$ cat src/rtl/fx3_ingress_parser.sv
// fx3_ingress_parser: claims FX3 ingress ping-pong FIFO blocks and splits each into a header and a payload stream.
// Define FX3_PARSER_CHECKSUM_EN to expect and verify a trailing XOR checksum word after the payload.
module fx3_ingress_parser #(
   parameter logic [7:0] MAGIC = 8'hCD
) (
   input  logic        clk,
   input  logic        rst_n,
   input  logic        i_ppfifo_rdy,
   output logic        o_ppfifo_act,
   input  logic [23:0] i_ppfifo_size,
   output logic        o_ppfifo_stb,
   input  logic [31:0] i_ppfifo_data,
   output logic [7:0]  o_cmd,
   output logic [15:0] o_cmd_len,
   output logic        o_cmd_valid,
   input  logic        i_cmd_ack,
   output logic [31:0] o_data,
   output logic        o_data_valid,
   input  logic        i_data_ready,
   output logic        o_data_last,
   output logic        o_err_magic,
   output logic        o_err_len,
   output logic        o_err_csum,
   output logic [15:0] o_pkt_count
);
   localparam int unsigned DW = 32;
   localparam int unsigned SW = 24;
   localparam int unsigned LW = 16;

   typedef enum logic [2:0] {
      S_IDLE, S_WAIT, S_HEADER, S_CMD, S_PAYLOAD,
`ifdef FX3_PARSER_CHECKSUM_EN
      S_CSUM,
`endif
      S_DRAIN, S_RELEASE
   } state_e;

   state_e        state_q;
   logic          act_q, stb_q;
   logic [SW-1:0] remaining_q;
   logic [LW-1:0] pops_left_q;
   logic [7:0]    cmd_q;
   logic [LW-1:0] cmd_len_q;
   logic          cmd_valid_q;
   logic [DW-1:0] out_data_q, skid_data_q;
   logic          out_valid_q, out_last_q, skid_valid_q, skid_last_q;
   logic          err_magic_q, err_len_q;
   logic [LW-1:0] pkt_count_q;
`ifdef FX3_PARSER_CHECKSUM_EN
   logic [DW-1:0] xor_q;
   logic          err_csum_q, len_err_seen_q;
`endif

   logic [SW-1:0] rem_next_d, rem_after_hdr_d, avail_d;
   logic [LW-1:0] hdr_len_d, eff_d, pops_next_d;
   logic [1:0]    occ_next_d;
   logic          in_valid_d, in_last_d, xfer_d, len_err_d, room_d;

   // Word accounting, header clamp and output-stage occupancy
   always_comb begin
      rem_next_d      = remaining_q - SW'(stb_q);
      rem_after_hdr_d = remaining_q - SW'(1);
`ifdef FX3_PARSER_CHECKSUM_EN
      avail_d         = (rem_after_hdr_d == '0) ? '0 : rem_after_hdr_d - SW'(1);
`else
      avail_d         = rem_after_hdr_d;
`endif
      hdr_len_d       = i_ppfifo_data[15:0];
      eff_d           = (avail_d < SW'(hdr_len_d)) ? avail_d[LW-1:0] : hdr_len_d;
      len_err_d       = (eff_d != hdr_len_d);
      in_valid_d      = stb_q && (state_q == S_PAYLOAD);
      in_last_d       = (pops_left_q == LW'(1));
      pops_next_d     = pops_left_q - LW'(in_valid_d);
      xfer_d          = out_valid_q && i_data_ready;
      occ_next_d      = 2'(out_valid_q) + 2'(skid_valid_q) + 2'(in_valid_d) - 2'(xfer_d);
      room_d          = (occ_next_d < 2'd2);
   end

   always_ff @(posedge clk or negedge rst_n) begin
      if (!rst_n) begin
         state_q      <= S_IDLE;
         act_q        <= 1'b0;
         stb_q        <= 1'b0;
         remaining_q  <= '0;
         pops_left_q  <= '0;
         cmd_q        <= '0;
         cmd_len_q    <= '0;
         cmd_valid_q  <= 1'b0;
         out_data_q   <= '0;
         out_valid_q  <= 1'b0;
         out_last_q   <= 1'b0;
         skid_data_q  <= '0;
         skid_valid_q <= 1'b0;
         skid_last_q  <= 1'b0;
         err_magic_q  <= 1'b0;
         err_len_q    <= 1'b0;
         pkt_count_q  <= '0;
`ifdef FX3_PARSER_CHECKSUM_EN
         xor_q          <= '0;
         err_csum_q     <= 1'b0;
         len_err_seen_q <= 1'b0;
`endif
      end else begin
         err_magic_q <= 1'b0;
         err_len_q   <= 1'b0;
         remaining_q <= rem_next_d;
         pops_left_q <= pops_next_d;
`ifdef FX3_PARSER_CHECKSUM_EN
         err_csum_q  <= 1'b0;
         if (in_valid_d) xor_q <= xor_q ^ i_ppfifo_data;
`endif
         // Output register refills from the skid entry first so order is preserved
         if (!out_valid_q || xfer_d) begin
            if (skid_valid_q) begin
               out_valid_q  <= 1'b1;
               out_data_q   <= skid_data_q;
               out_last_q   <= skid_last_q;
               skid_valid_q <= in_valid_d;
               if (in_valid_d) begin
                  skid_data_q <= i_ppfifo_data;
                  skid_last_q <= in_last_d;
               end
            end else begin
               out_valid_q <= in_valid_d;
               out_last_q  <= in_valid_d && in_last_d;
               if (in_valid_d) out_data_q <= i_ppfifo_data;
            end
         end else if (in_valid_d) begin
            skid_valid_q <= 1'b1;
            skid_data_q  <= i_ppfifo_data;
            skid_last_q  <= in_last_d;
         end

         case (state_q)
            S_IDLE: begin
               if (i_ppfifo_rdy) begin
                  act_q   <= 1'b1;
                  state_q <= S_WAIT;
               end
            end
            S_WAIT: begin
               remaining_q <= i_ppfifo_size;
               if (i_ppfifo_size == '0) begin
                  act_q   <= 1'b0;
                  state_q <= S_RELEASE;
               end else begin
                  stb_q   <= 1'b1;
                  state_q <= S_HEADER;
               end
            end
            S_HEADER: begin
               if (i_ppfifo_data[31:24] != MAGIC) begin
                  err_magic_q <= 1'b1;
                  stb_q       <= (rem_next_d != '0);
                  state_q     <= S_DRAIN;
               end else begin
                  stb_q       <= 1'b0;
                  cmd_q       <= i_ppfifo_data[23:16];
                  cmd_len_q   <= eff_d;
                  cmd_valid_q <= 1'b1;
                  err_len_q   <= len_err_d;
                  pops_left_q <= eff_d;
                  pkt_count_q <= pkt_count_q + LW'(1);
`ifdef FX3_PARSER_CHECKSUM_EN
                  xor_q          <= i_ppfifo_data;
                  len_err_seen_q <= len_err_d;
`endif
                  state_q     <= S_CMD;
               end
            end
            S_CMD: begin
               if (i_cmd_ack) begin
                  cmd_valid_q <= 1'b0;
                  if (cmd_len_q != '0) begin
                     stb_q   <= 1'b1;
                     state_q <= S_PAYLOAD;
                  end else begin
`ifdef FX3_PARSER_CHECKSUM_EN
                     stb_q   <= len_err_seen_q ? (rem_next_d != '0) : 1'b1;
                     state_q <= len_err_seen_q ? S_DRAIN : S_CSUM;
`else
                     stb_q   <= (rem_next_d != '0);
                     state_q <= S_DRAIN;
`endif
                  end
               end
            end
            S_PAYLOAD: begin
               // Pop only when the word is guaranteed a slot even if the consumer stalls
               stb_q <= (pops_next_d != '0) && room_d;
               if (xfer_d && out_last_q) begin
`ifdef FX3_PARSER_CHECKSUM_EN
                  stb_q   <= len_err_seen_q ? (rem_next_d != '0) : 1'b1;
                  state_q <= len_err_seen_q ? S_DRAIN : S_CSUM;
`else
                  stb_q   <= (rem_next_d != '0);
                  state_q <= S_DRAIN;
`endif
               end
            end
`ifdef FX3_PARSER_CHECKSUM_EN
            S_CSUM: begin
               err_csum_q <= (i_ppfifo_data != xor_q);
               stb_q      <= (rem_next_d != '0);
               state_q    <= S_DRAIN;
            end
`endif
            S_DRAIN: begin
               if (rem_next_d == '0) begin
                  stb_q   <= 1'b0;
                  act_q   <= 1'b0;
                  state_q <= S_RELEASE;
               end else begin
                  stb_q <= 1'b1;
               end
            end
            S_RELEASE: state_q <= S_IDLE;
            default:   state_q <= S_IDLE;
         endcase
      end
   end

   assign o_ppfifo_act = act_q;
   assign o_ppfifo_stb = stb_q;
   assign o_cmd        = cmd_q;
   assign o_cmd_len    = cmd_len_q;
   assign o_cmd_valid  = cmd_valid_q;
   assign o_data       = out_data_q;
   assign o_data_valid = out_valid_q;
   assign o_data_last  = out_last_q;
   assign o_err_magic  = err_magic_q;
   assign o_err_len    = err_len_q;
   assign o_pkt_count  = pkt_count_q;
`ifdef FX3_PARSER_CHECKSUM_EN
   assign o_err_csum   = err_csum_q;
`else
   assign o_err_csum   = 1'b0;
`endif

endmodule

$ cat config.mk
export PLATFORM = sky130hd
export DESIGN_NAME = fx3_ingress_parser
export DESIGN_NICKNAME = d
export VERILOG_FILES = /design/src/rtl/fx3_ingress_parser.sv
export SDC_FILE = /design/constraint.sdc
export NUM_CORES = 1
export LEC_CHECK = 0
export BUFFER_PORTS_ARGS = -buffer_cell sky130_fd_sc_hd__buf_4
export CORE_UTILIZATION = 25
export CTS_CLUSTER_SIZE = 16
export DETAILED_ROUTE_END_ITERATION = 8
export SETUP_SLACK_MARGIN = 0.5
export SLEW_MARGIN = 15
export SYNTH_ARGS = -nofsm -noshare
export SYNTH_HDL_FRONTEND = slang
export SYNTH_SLANG_ARGS = --single-unit
$ cat constraint.sdc
create_clock -name clk -period 4.05 [get_ports clk]
set_clock_uncertainty 0.15 [all_clocks]
set_input_delay 0.405 -clock clk [delete_from_list [all_inputs] [get_ports clk]]
set_output_delay 0.405 -clock clk [all_outputs]
set_load 0.005 [all_outputs]
==> reports/results.ini <==
[run_status]
status = completed

[routing]
wire_per_inst_um = 16.3
first_pass_iters = 5
via_count = 7116
drcViolationCount = 0
postRouteWirelength_mm = 24.9
via_per_inst = 4.64
drt_iter0_drc = 516
drtAntennaViolNets = 0

[sta]
holdWs_ps = 42.1
finalHoldViolCount = 0
setup_viol = 0
final_max_slew_viol_count = 0
finalSetupTns_ps = 0
tightest_slew_ps = 784
max_freq_mhz = 278
slew_headroom_pct = 47.7
finalCritPeriodShare_pct = 88.7
fin_ws_ps = 456
fin_crit_ps = 3590
grt_setup_unrepaired = yes

[placement]
io_buffer_count = 139
dp_cells = 1469
dp_worst_setup_slack_ps = 182
hpwl_mm = 18.7
gp_congestion = 0.850

[finish]
antenna_cells = 0
syn2layout_area_growth_pct = 34.0
stdcell_count = 1534
final_net_count = 1158
drive_above_1_share_pct = 29.1
final_core_util_pct = 34.0

[worst_setup_path]
crit_path_cell_trace = or4_4 -> nor3_2 -> nand2_1 -> xnor2_2 -> ha_1 -> a21o_1 -> a21o_1 -> a22oi_2 -> nand4_1 -> and4b_2 -> buf_12 -> mux2i_4 -> mux2i_1
critPathMaxFanout = 8
max_stage_delay_ps = 530
cpMostUsedCell = a21o_1
setup.worst_path.class = reg2reg
regToRegSetupSlack_ps = 460
slowest_stage = or4_4
critical_path.endpoint_type = register
rr_startpoint = remaining_q[8]
path_delay_family = simple AND/OR/NAND/NOR gates
cp.arrival_ps = 3740
required_ps = 4200
critical_path.startpoint = remaining_q[8]
crit_path_start_kind = register
path_buf_inv = 1

[synth]
synth.area.top_cells = dfrtp_1 46%, nand2_1 6.7%, mux2i_1 6.0%, xnor2_1 5.0%, o21ai_0 4.8%
ys_seq_area_share_pct = 45.9
synth_top_area_share_pct = 45.9
synth_ff_type = dfrtp_1
synth_seq_cells = 156
synth_cell_types = 62
avgSynthCellArea_sq_um = 9.39
synth_fp_nets = 989
syn_area_sq_um = 8500
synth-edff-count = 0
yosysWarnings = 0
synth_top_area_cell = dfrtp_1
yosysMostFrequentCell = dfrtp_1
syn_inst = 905
synth_common_cells = 156 x dfrtp_1, 152 x nand2_1, 82 x o21ai_0, 57 x nor2_1, 51 x mux2i_1
ys_async_sr_fraction_pct = 100

[power_and_ir_drop]
p_per_area_nw_per_um2 = 612
irDropWorstVdd_mv = 0.304
power.leakage_nw = 4.98

[clock_tree]
cts-root-buf = clkbuf_16
cts_max_path_buffers = 2
path_clk_slew_ps = 70
cts_tree = done
cts_max_level = 4
numCtsBuffers = 17
clkSinkCount = 156
clk_latency_ps = 430

[global_route]
track_usage_pct = 14.7
grt_max_degree = 84
antenna_found_initial = 0
grt_pass1_vias = 7214
grt_pass1_wl_mm = 40.0
overflow = 0

[floorplanning]
core_area_sq_um = 33500
rows = 67
ios = 141
die_h_um = 186
die_w_um = 186
die_area_sq_um = 34700
start_util_pct = 25.4

[hold_path]
hp-start = i_ppfifo_data[17]
hold_path_class = in2reg

[job]
maxCapViolations = 0

## report_power, final
part | leakage (nW) | switching [W] | internal [W]
combinational | 2.74 | 0.00143 | 0.00135
sequential | 1.94 | 0.000441 | 0.00207
clock | 0.300 | 0.000674 | 0.00101
## through the flow
step / area, sq um / power [W]
finish: 11400 / 0.00697
global route: 11400 / 0.00747
CTS: 11100 / 0.00691
detailed placement: 10100 / 0.00500
global placement: 10100 / 0.00496
floorplan: 8510 / 0.00406
## per-layer routing
layer,GRT usage (%),share of wire [%],vias to the layer above
met2,24.3,48,194
met1,19.0,45,3412
met4,4.70,2.3,0
met5,0,0,-
li1,-,-,3477
met3,2.95,4.4,33
## cell type report
cell class                 instances  area, sq um
fill                            3461        22100
clock inverter                    12          164
tap                              448          561
sequential                       156         3910
timing repair buffer             200         1540
multi-input combinational        672         4660
clock buffer                      19          453
inverter                          27          101
## worst reg2reg max path, delay by kind of cell, from the launching register on
| family | cells | cell delay (ps) |
|---|---|---|
| and+or+nand+nor | 5 | 1280 |
| AOI/OAI and AO/OA | 3 | 500 |
| DFF | 1 | 460 |
| muxes | 2 | 370 |
| adders and majority gates | 1 | 290 |
| xor gates and xnor gates | 1 | 220 |
| buffers and inverters | 1 | 200 |
## flip-flops by register name, indices dropped and copies added, names as in the netlist, 3 cells and up
signal / count
pops_left_q: 16
o_pkt_count: 16
skid_data_q: 32
o_cmd: 8
state_q: 3
o_data: 32
o_cmd_len: 16
remaining_q: 24
## worst paths after layout
check / to / depth (start not counted)
worst min-delay path: o_cmd[1] / 3
worst max register to register: pops_left_q[0] / 13
max in group asynchronous: remaining_q[3] / 3
worst min register to register: o_cmd[0] / 2
min in group asynchronous: o_data[22] / 2
worst max-delay path: pops_left_q[0] / 13
## placed cells by master (no fill, tap or decap), types with 12 or more instances in the layout
cell       netlist  layout
buf_4            2     195
nand2_1        152     149
mux2_2          17      17
dfrtp_1        156     148
a21oi_1         28      26
o21ai_1         18      30
clkbuf_16        0      18
ha_1            23      20
nor4_1          22      19
nor3_1          25      23
nand4_1         18      18
o21ai_0         82      69
inv_1           27      25
xor2_1          35      33
nor2_1          57      55
xnor2_1         49      43
mux2i_1         51      36
mux2i_4          0      12
## cell families (layout without fill, tap and decap cells)
logic type | count (synthesis) | in the layout | synth area share, %
multiplexers | 68 | 68 | 8.26
flip-flops | 156 | 156 | 45.9
AND/OR/NAND/NOR | 337 | 337 | 19.3
AO/OA/AOI/OAI | 158 | 158 | 10.2
adder cells (fa/ha/maj) | 24 | 24 | 3.50
XOR/XNOR | 84 | 84 | 8.65
other | 1 | 1 | 0.0441
buffers and inverters | 77 | 258 | 4.12
## repair_timing
action / in CTS / in global routing
pin swaps: 15 / 5
hold endpoints to repair: 80 / 0
hold buffers: 1 / 0
gates cloned: 1 / 0
resized for setup: 46 / 41
setup buffers: 22 / 10
setup endpoints to repair: 34 / 34
Note: power is estimated with default switching activity, not from simulation.
